--- src/rtl/uart_pkg.sv ---
// Shared types and constants for the word-wide UART transmitter.
package uart_pkg;

  localparam int unsigned WORD_W        = 32;
  localparam int unsigned BYTE_W        = 8;
  localparam int unsigned NBYTE_W       = 2;
  localparam int unsigned BIT_IDX_W     = 3;
  localparam int unsigned MIN_DATA_BITS = 5;
  localparam int unsigned MAX_DATA_BITS = 8;
  localparam int unsigned MAX_STOP_BITS = 2;

  typedef enum logic [2:0] {
    TX_IDLE,
    TX_START,
    TX_DATA,
    TX_PARITY,
    TX_STOP
  } sm_t;

  typedef enum logic [1:0] {
    PAR_NONE = 2'd0,
    PAR_ODD  = 2'd1,
    PAR_EVEN = 2'd2
  } parity_e;

  // Word latched on a transfer; the divisor is held separately since its width is a parameter.
  typedef struct packed {
    logic [WORD_W-1:0]  data;
    logic [NBYTE_W-1:0] nbytes;
  } word_req_t;

  // XOR of the low nbits of a byte lane, optionally inverted for odd parity.
  function automatic logic char_parity(input logic [BYTE_W-1:0] b,
                                       input int unsigned       nbits,
                                       input logic              odd);
    logic p;
    p = 1'b0;
    for (int unsigned k = 0; k < BYTE_W; k++) begin
      if (k < nbits) p = p ^ b[3'(k)];
    end
    return p ^ odd;
  endfunction

endpackage

--- src/rtl/uart_baud_tick.sv ---
// Bit-period timer: reloadable down-counter with a registered tick on the last cycle of each bit.
module uart_baud_tick
  import uart_pkg::*;
#(
  parameter int unsigned DIV_W = 16
) (
  input  logic             i_clk,
  input  logic             i_rst,
  input  logic             i_load,
  input  logic             i_en,
  input  logic [DIV_W-1:0] i_div,
  output logic             o_tick
);

  logic [DIV_W-1:0] r_cnt;
  logic [DIV_W-1:0] w_cnt_nxt;
  logic             r_tick;
  logic             w_tick_nxt;

  // Tick is predicted one cycle early so it can be registered; i_div is always >= 1 here.
  always_comb begin
    w_cnt_nxt  = '0;
    w_tick_nxt = 1'b0;
    if (i_load || (i_en && (r_cnt == '0))) begin
      w_cnt_nxt = i_div - DIV_W'(1);
    end else if (i_en) begin
      w_cnt_nxt = r_cnt - DIV_W'(1);
    end
    w_tick_nxt = (i_load || i_en) && (w_cnt_nxt == '0);
  end

  always_ff @(posedge i_clk) begin
    if (i_rst) begin
      r_cnt  <= '0;
      r_tick <= 1'b0;
    end else begin
      r_cnt  <= w_cnt_nxt;
      r_tick <= w_tick_nxt;
    end
  end

  assign o_tick = r_tick;

endmodule

--- src/rtl/uart_tx_word.sv ---
// UART transmitter serialising 1-4 byte lanes of a 32-bit word, LSB lane first, with
// parametrised character width, parity and stop bits.
module uart_tx_word
  import uart_pkg::*;
#(
  parameter int unsigned DATA_BITS = 8,
  parameter int unsigned PARITY    = 0,
  parameter int unsigned STOP_BITS = 1,
  parameter int unsigned DIV_W     = 16
) (
  input  logic               i_clk,
  input  logic               i_rst,
  input  logic [WORD_W-1:0]  i_data,
  input  logic [NBYTE_W-1:0] i_nbytes,
  input  logic [DIV_W-1:0]   i_div,
  input  logic               i_valid,
  output logic               o_accept,
  output logic               o_tx,
  output logic               o_busy
);

  localparam logic [BIT_IDX_W-1:0] LAST_BIT  = BIT_IDX_W'(DATA_BITS - 1);
  localparam logic                 LAST_STOP = 1'(STOP_BITS - 1);
  localparam bit                   HAS_PAR   = (PARITY != 0);
  localparam logic                 PAR_INV   = (PARITY == 32'(PAR_ODD));

  sm_t                  r_state;
  sm_t                  w_state_nxt;
  word_req_t            r_req;
  logic [DIV_W-1:0]     r_div;
  logic [DIV_W-1:0]     w_div_in;
  logic [DIV_W-1:0]     w_div_sel;
  logic [BIT_IDX_W-1:0] r_bit_idx;
  logic [BIT_IDX_W-1:0] w_bit_idx_nxt;
  logic [NBYTE_W-1:0]   r_byte_idx;
  logic [NBYTE_W-1:0]   w_byte_idx_nxt;
  logic                 r_stop_idx;
  logic                 w_stop_idx_nxt;
  logic                 r_tx;
  logic                 w_tx_nxt;
  logic                 r_busy;
  logic                 w_xfer;
  logic                 w_tick;
  logic                 w_run;
  logic [BYTE_W-1:0]    w_byte;

  assign o_accept  = (r_state == TX_IDLE) && !i_rst;
  assign w_xfer    = i_valid && o_accept;
  assign w_div_in  = (i_div == '0) ? DIV_W'(1) : i_div;
  // The timer loads straight from the port on the transfer edge, from the latch afterwards.
  assign w_div_sel = w_xfer ? w_div_in : r_div;
  assign w_run     = (w_state_nxt != TX_IDLE);
  assign w_byte    = r_req.data[{r_byte_idx, 3'b000} +: BYTE_W];

  uart_baud_tick #(
    .DIV_W (DIV_W)
  ) u_baud (
    .i_clk  (i_clk),
    .i_rst  (i_rst),
    .i_load (w_xfer),
    .i_en   (w_run),
    .i_div  (w_div_sel),
    .o_tick (w_tick)
  );

  // Word, byte count and divisor are captured only on a transfer.
  always_ff @(posedge i_clk) begin
    if (i_rst) begin
      r_req <= '0;
      r_div <= '0;
    end else if (w_xfer) begin
      r_req.data   <= i_data;
      r_req.nbytes <= i_nbytes;
      r_div        <= w_div_in;
    end
  end

  always_ff @(posedge i_clk) begin
    if (i_rst) begin
      r_state    <= TX_IDLE;
      r_bit_idx  <= '0;
      r_byte_idx <= '0;
      r_stop_idx <= 1'b0;
      r_tx       <= 1'b1;
      r_busy     <= 1'b0;
    end else begin
      r_state    <= w_state_nxt;
      r_bit_idx  <= w_bit_idx_nxt;
      r_byte_idx <= w_byte_idx_nxt;
      r_stop_idx <= w_stop_idx_nxt;
      r_tx       <= w_tx_nxt;
      r_busy     <= w_run;
    end
  end

  // Next state advances on bit ticks; the line level is derived from the next state so o_tx is registered.
  always_comb begin
    w_state_nxt    = r_state;
    w_bit_idx_nxt  = r_bit_idx;
    w_byte_idx_nxt = r_byte_idx;
    w_stop_idx_nxt = r_stop_idx;
    w_tx_nxt       = 1'b1;

    case (r_state)
      TX_IDLE: begin
        if (w_xfer) begin
          w_state_nxt    = TX_START;
          w_bit_idx_nxt  = '0;
          w_byte_idx_nxt = '0;
          w_stop_idx_nxt = 1'b0;
        end
      end
      TX_START: begin
        if (w_tick) w_state_nxt = TX_DATA;
      end
      TX_DATA: begin
        if (w_tick) begin
          if (r_bit_idx == LAST_BIT) begin
            w_bit_idx_nxt = '0;
            w_state_nxt   = HAS_PAR ? TX_PARITY : TX_STOP;
          end else begin
            w_bit_idx_nxt = r_bit_idx + 1'b1;
          end
        end
      end
      TX_PARITY: begin
        if (w_tick) w_state_nxt = TX_STOP;
      end
      TX_STOP: begin
        if (w_tick) begin
          if (r_stop_idx == LAST_STOP) begin
            w_stop_idx_nxt = 1'b0;
            if (r_byte_idx == r_req.nbytes) begin
              w_byte_idx_nxt = '0;
              w_state_nxt    = TX_IDLE;
            end else begin
              w_byte_idx_nxt = r_byte_idx + 1'b1;
              w_state_nxt    = TX_START;
            end
          end else begin
            w_stop_idx_nxt = r_stop_idx + 1'b1;
          end
        end
      end
      default: w_state_nxt = TX_IDLE;
    endcase

    case (w_state_nxt)
      TX_START:  w_tx_nxt = 1'b0;
      TX_DATA:   w_tx_nxt = w_byte[w_bit_idx_nxt];
      TX_PARITY: w_tx_nxt = char_parity(w_byte, DATA_BITS, PAR_INV);
      default:   w_tx_nxt = 1'b1;
    endcase
  end

  assign o_tx   = r_tx;
  assign o_busy = r_busy;

endmodule

--- config.mk ---
export PLATFORM = sky130hd
export DESIGN_NAME = uart_tx_word
export DESIGN_NICKNAME = d
export VERILOG_FILES = /design/src/rtl/uart_pkg.sv /design/src/rtl/uart_baud_tick.sv /design/src/rtl/uart_tx_word.sv
export SDC_FILE = /design/constraint.sdc
export NUM_CORES = 1
export LEC_CHECK = 0
export ABC_AREA = 1
export CAP_MARGIN = 30
export CELL_PAD_IN_SITES_DETAIL_PLACEMENT = 1
export CELL_PAD_IN_SITES_GLOBAL_PLACEMENT = 1
export CORE_MARGIN = 5
export CORE_UTILIZATION = 42
export DETAILED_ROUTE_END_ITERATION = 7
export PLACE_DENSITY = 0.94
export SYNTH_ARGS = -nofsm -noshare
export SYNTH_HDL_FRONTEND = slang
export SYNTH_SLANG_ARGS = --single-unit
export TNS_END_PERCENT = 20
--- constraint.sdc ---
create_clock -name i_clk -period 4.3 [get_ports i_clk]
set_input_delay 0.86 -clock i_clk [delete_from_list [all_inputs] [get_ports i_clk]]
set_output_delay 0.86 -clock i_clk [all_outputs]
set_load 0.1 [all_outputs]
==> impl_metrics.ini <==
[layout]
nNetsFinal = 782
layout_common_cells = nand2_1 (156), nor2_1 (100), inv_1 (85), dfxtp_1 (77), nand3_1 (59)
multi_input_area_sq_mm = 0.00234
area_growth_pct = 19.1
antenna_cells = 0
register_area_sq_mm = 0.00154
fin_util = 0.507
final_common_cell = nand2_1
drive_gt1_frac = 0.0645
layout.cells.non_filler = 865
nFillCells = 1387

[drt]
vias_per_cell = 5.22
vias = 4516
first_pass_iters = 4
antenna_left = 0
postRouteWirelength_um = 14100
drc = 0
drt_iter0_markers = 201
wl_per_cell_um = 16.3

[sta]
setup_viol = 0
fmax_mhz = 287
whs_ns = 0.465
finalHoldViolations = 0
rsz0062_at_grt = false
slew_viol_final = 0
fin_crit_sh = 0.811
timing.slew.headroom = 0.347
skew_ns = 0.0127
tightest_slew_ns = 0.977
layout_min_cycle_time_ns = 3.49
fin_setup_tns_ns = 0

[place]
place.gp.congestion = 0.894
dp_cells = 850
portBuffers = 55
place_hpwl_um = 10700

[floorplan]
core_area_sq_mm = 0.0102
die-area_sq_mm = 0.0125
rows = 37
die_w_um = 112
die_h_um = 112
start_util = 0.426
io_pins = 56

[clocking]
ctsLongestPathBuffers = 2
clkLatencyLatePin_ns = 0.38
htreeDepth = 3
clock_sinks = 77
cts-buffers-inserted = 9
cts_tree = yes
cts_resized = 0
cts-root-buf = clkbuf_8
ctsHoldBuffers = 0
cts.clk_slew.worst_paths_ns = 0.08
post-cts-setup-buffer-count = 0

[global_route]
grt_pass1_vias = 4934
grt_usage = 0.229
antenna_found_initial = 0
grt_max_degree = 41
gr-total-overflow = 0
grt_pass1_wl_um = 23400

[synthesis]
synth_area_per_cell_sq_um = 6.39
synthCells = 679
synth.distinct_cells = 34
synth-warning-count = 0
ys_seq_area_frac = 0.355
syn_area_sq_mm = 0.00434
synth-seq-cells = 77
syn-num-nets = 736

[critical_path]
arrival_ns = 3.81
critPathLaunchType = input pin
cp.required_ns = 4.62
worst-setup-path-type = in2reg
path_max_fanout = 14
worstPathCellList = clkdlybuf4s50_1 -> inv_2 -> nand4_4 -> nor2_1 -> nand2_1 -> nand2_2 -> ha_1 -> nand3_1 -> nor2_2 -> nand3_1 -> nor2_1 -> nand2_1 -> nand3_1 -> nand2_1 -> nor2_1 -> nand3_1 -> nor2_1
end_kind = flip-flop
slowest_delay_ns = 0.44
crit_slowest_cell = clkdlybuf4s50_1
ff2ff_path_depth = 16

[worst_hold_path]
hold_path_class = reg2reg
hold_depth = 2

[status]
status = finished, final reports clean

[power]
p_per_area_mw_per_mm2 = 524
max-vdd-ir-drop_uv = 273
p_leak_nw = 2.39

[run]
drv_cap = 0
==> metrics by stage <==
step | cell area [sq um] | setup slack (ns) | total power [mW]
after detailed placement | 4990 | 0.466 | 2.14
final | 5170 | 0.811 | 2.71
after CTS | 5170 | 0.824 | 2.71
after global placement | 4990 | 0.642 | 2.07
after global routing | 5170 | 0.465 | 2.91
after floorplan | 4340 | 1.46 | 1.91
==> critical path, delay by kind of cell <==
family	cells	cell delay [ns]
adders and majority gates	1	0.22
buffers and inverters	2	0.68
and+or+nand+nor	14	2.04
==> power by group <==
| group | switching (mW) | internal [mW] | total (mW) |
|---|---|---|---|
| Sequential | 0.0818 | 0.815 | 0.897 |
| Clock | 0.285 | 0.265 | 0.550 |
| Combinational | 0.823 | 0.438 | 1.26 |
==> final cells by class <==
class	count	share of cell area
Clock inverter	4	0.00969
Multi-Input combinational cell	488	0.453
Tap cell	136	0.0329
Clock buffer	11	0.0254
Sequential cell	77	0.298
Inverter	89	0.0646
Timing Repair Buffer	60	0.116
==> cells in the mapped netlist <==
master | count | area share
nand2_4 | 1 | 0.0026
o21ai_2 | 2 | 0.0040
dfxtp_1 | 77 | 0.36
nor3_1 | 7 | 0.0081
a211oi_1 | 1 | 0.0017
clkbuf_1 | 17 | 0.015
buf_6 | 2 | 0.0052
nand4_1 | 3 | 0.0043
inv_1 | 85 | 0.074
nand2_2 | 8 | 0.012
nor4_1 | 2 | 0.0029
clkinv_1 | 1 | 0.00086
nand3_2 | 1 | 0.0023
ha_1 | 4 | 0.012
or2_2 | 2 | 0.0029
nor2_2 | 5 | 0.0072
xnor2_1 | 8 | 0.016
a22oi_1 | 3 | 0.0052
nand3_1 | 59 | 0.068
nand3b_1 | 3 | 0.0052
nand2_1 | 156 | 0.13
and2_1 | 3 | 0.0043
buf_4 | 2 | 0.0035
or2_1 | 1 | 0.0014
xor2_1 | 11 | 0.022
o21ai_1 | 8 | 0.0092
inv_2 | 3 | 0.0026
buf_2 | 4 | 0.0046
o21ai_0 | 42 | 0.048
nor2_1 | 100 | 0.087
nor2_4 | 5 | 0.013
nand4_4 | 1 | 0.0049
a21oi_1 | 50 | 0.058
o211ai_1 | 2 | 0.0035
==> cells by family (layout without fill, tap and decap cells) <==
| logic type | count (synthesis) | count (layout) | synth area share |
|---|---|---|---|
| buffers and inverters | 114 | 164 | 0.105 |
| DFF | 77 | 77 | 0.355 |
| AOI/OAI and AO/OA | 108 | 108 | 0.130 |
| xor gates and xnor gates | 19 | 19 | 0.0384 |
| adders and majority gates | 4 | 4 | 0.0115 |
| and+or+nand+nor | 357 | 357 | 0.360 |
==> routing by layer <==
metal  track usage  share of wire
met3        0.0283          0.027
met4        0.0925          0.027
met5             0              0
met1         0.256           0.41
met2         0.436           0.53
==> final timing paths <==
path | startpoint | slack, ns | end
worst min-delay path | r_req[28]$_SDFFE_PP0N_ | 0.46 | r_req[28]$_SDFFE_PP0N_
worst min register to register | r_req[28]$_SDFFE_PP0N_ | 0.46 | r_req[28]$_SDFFE_PP0N_
worst max-delay path | i_rst | 0.81 | u_baud.o_tick$_SDFF_PP0_
worst max register to register | r_state[0]$_SDFF_PP0_ | 1.44 | u_baud.o_tick$_SDFF_PP0_
==> registers in the layout, indices dropped and copies added (netlist names) <==
register / cells
r_div: 16
u_baud.r_cnt: 16
u_baud.o_tick: 1
r_req: 34
r_state: 3
r_bit_idx: 3
r_byte_idx: 2
o_busy: 1
o_tx: 1
Power figures use the tool's default switching activity.
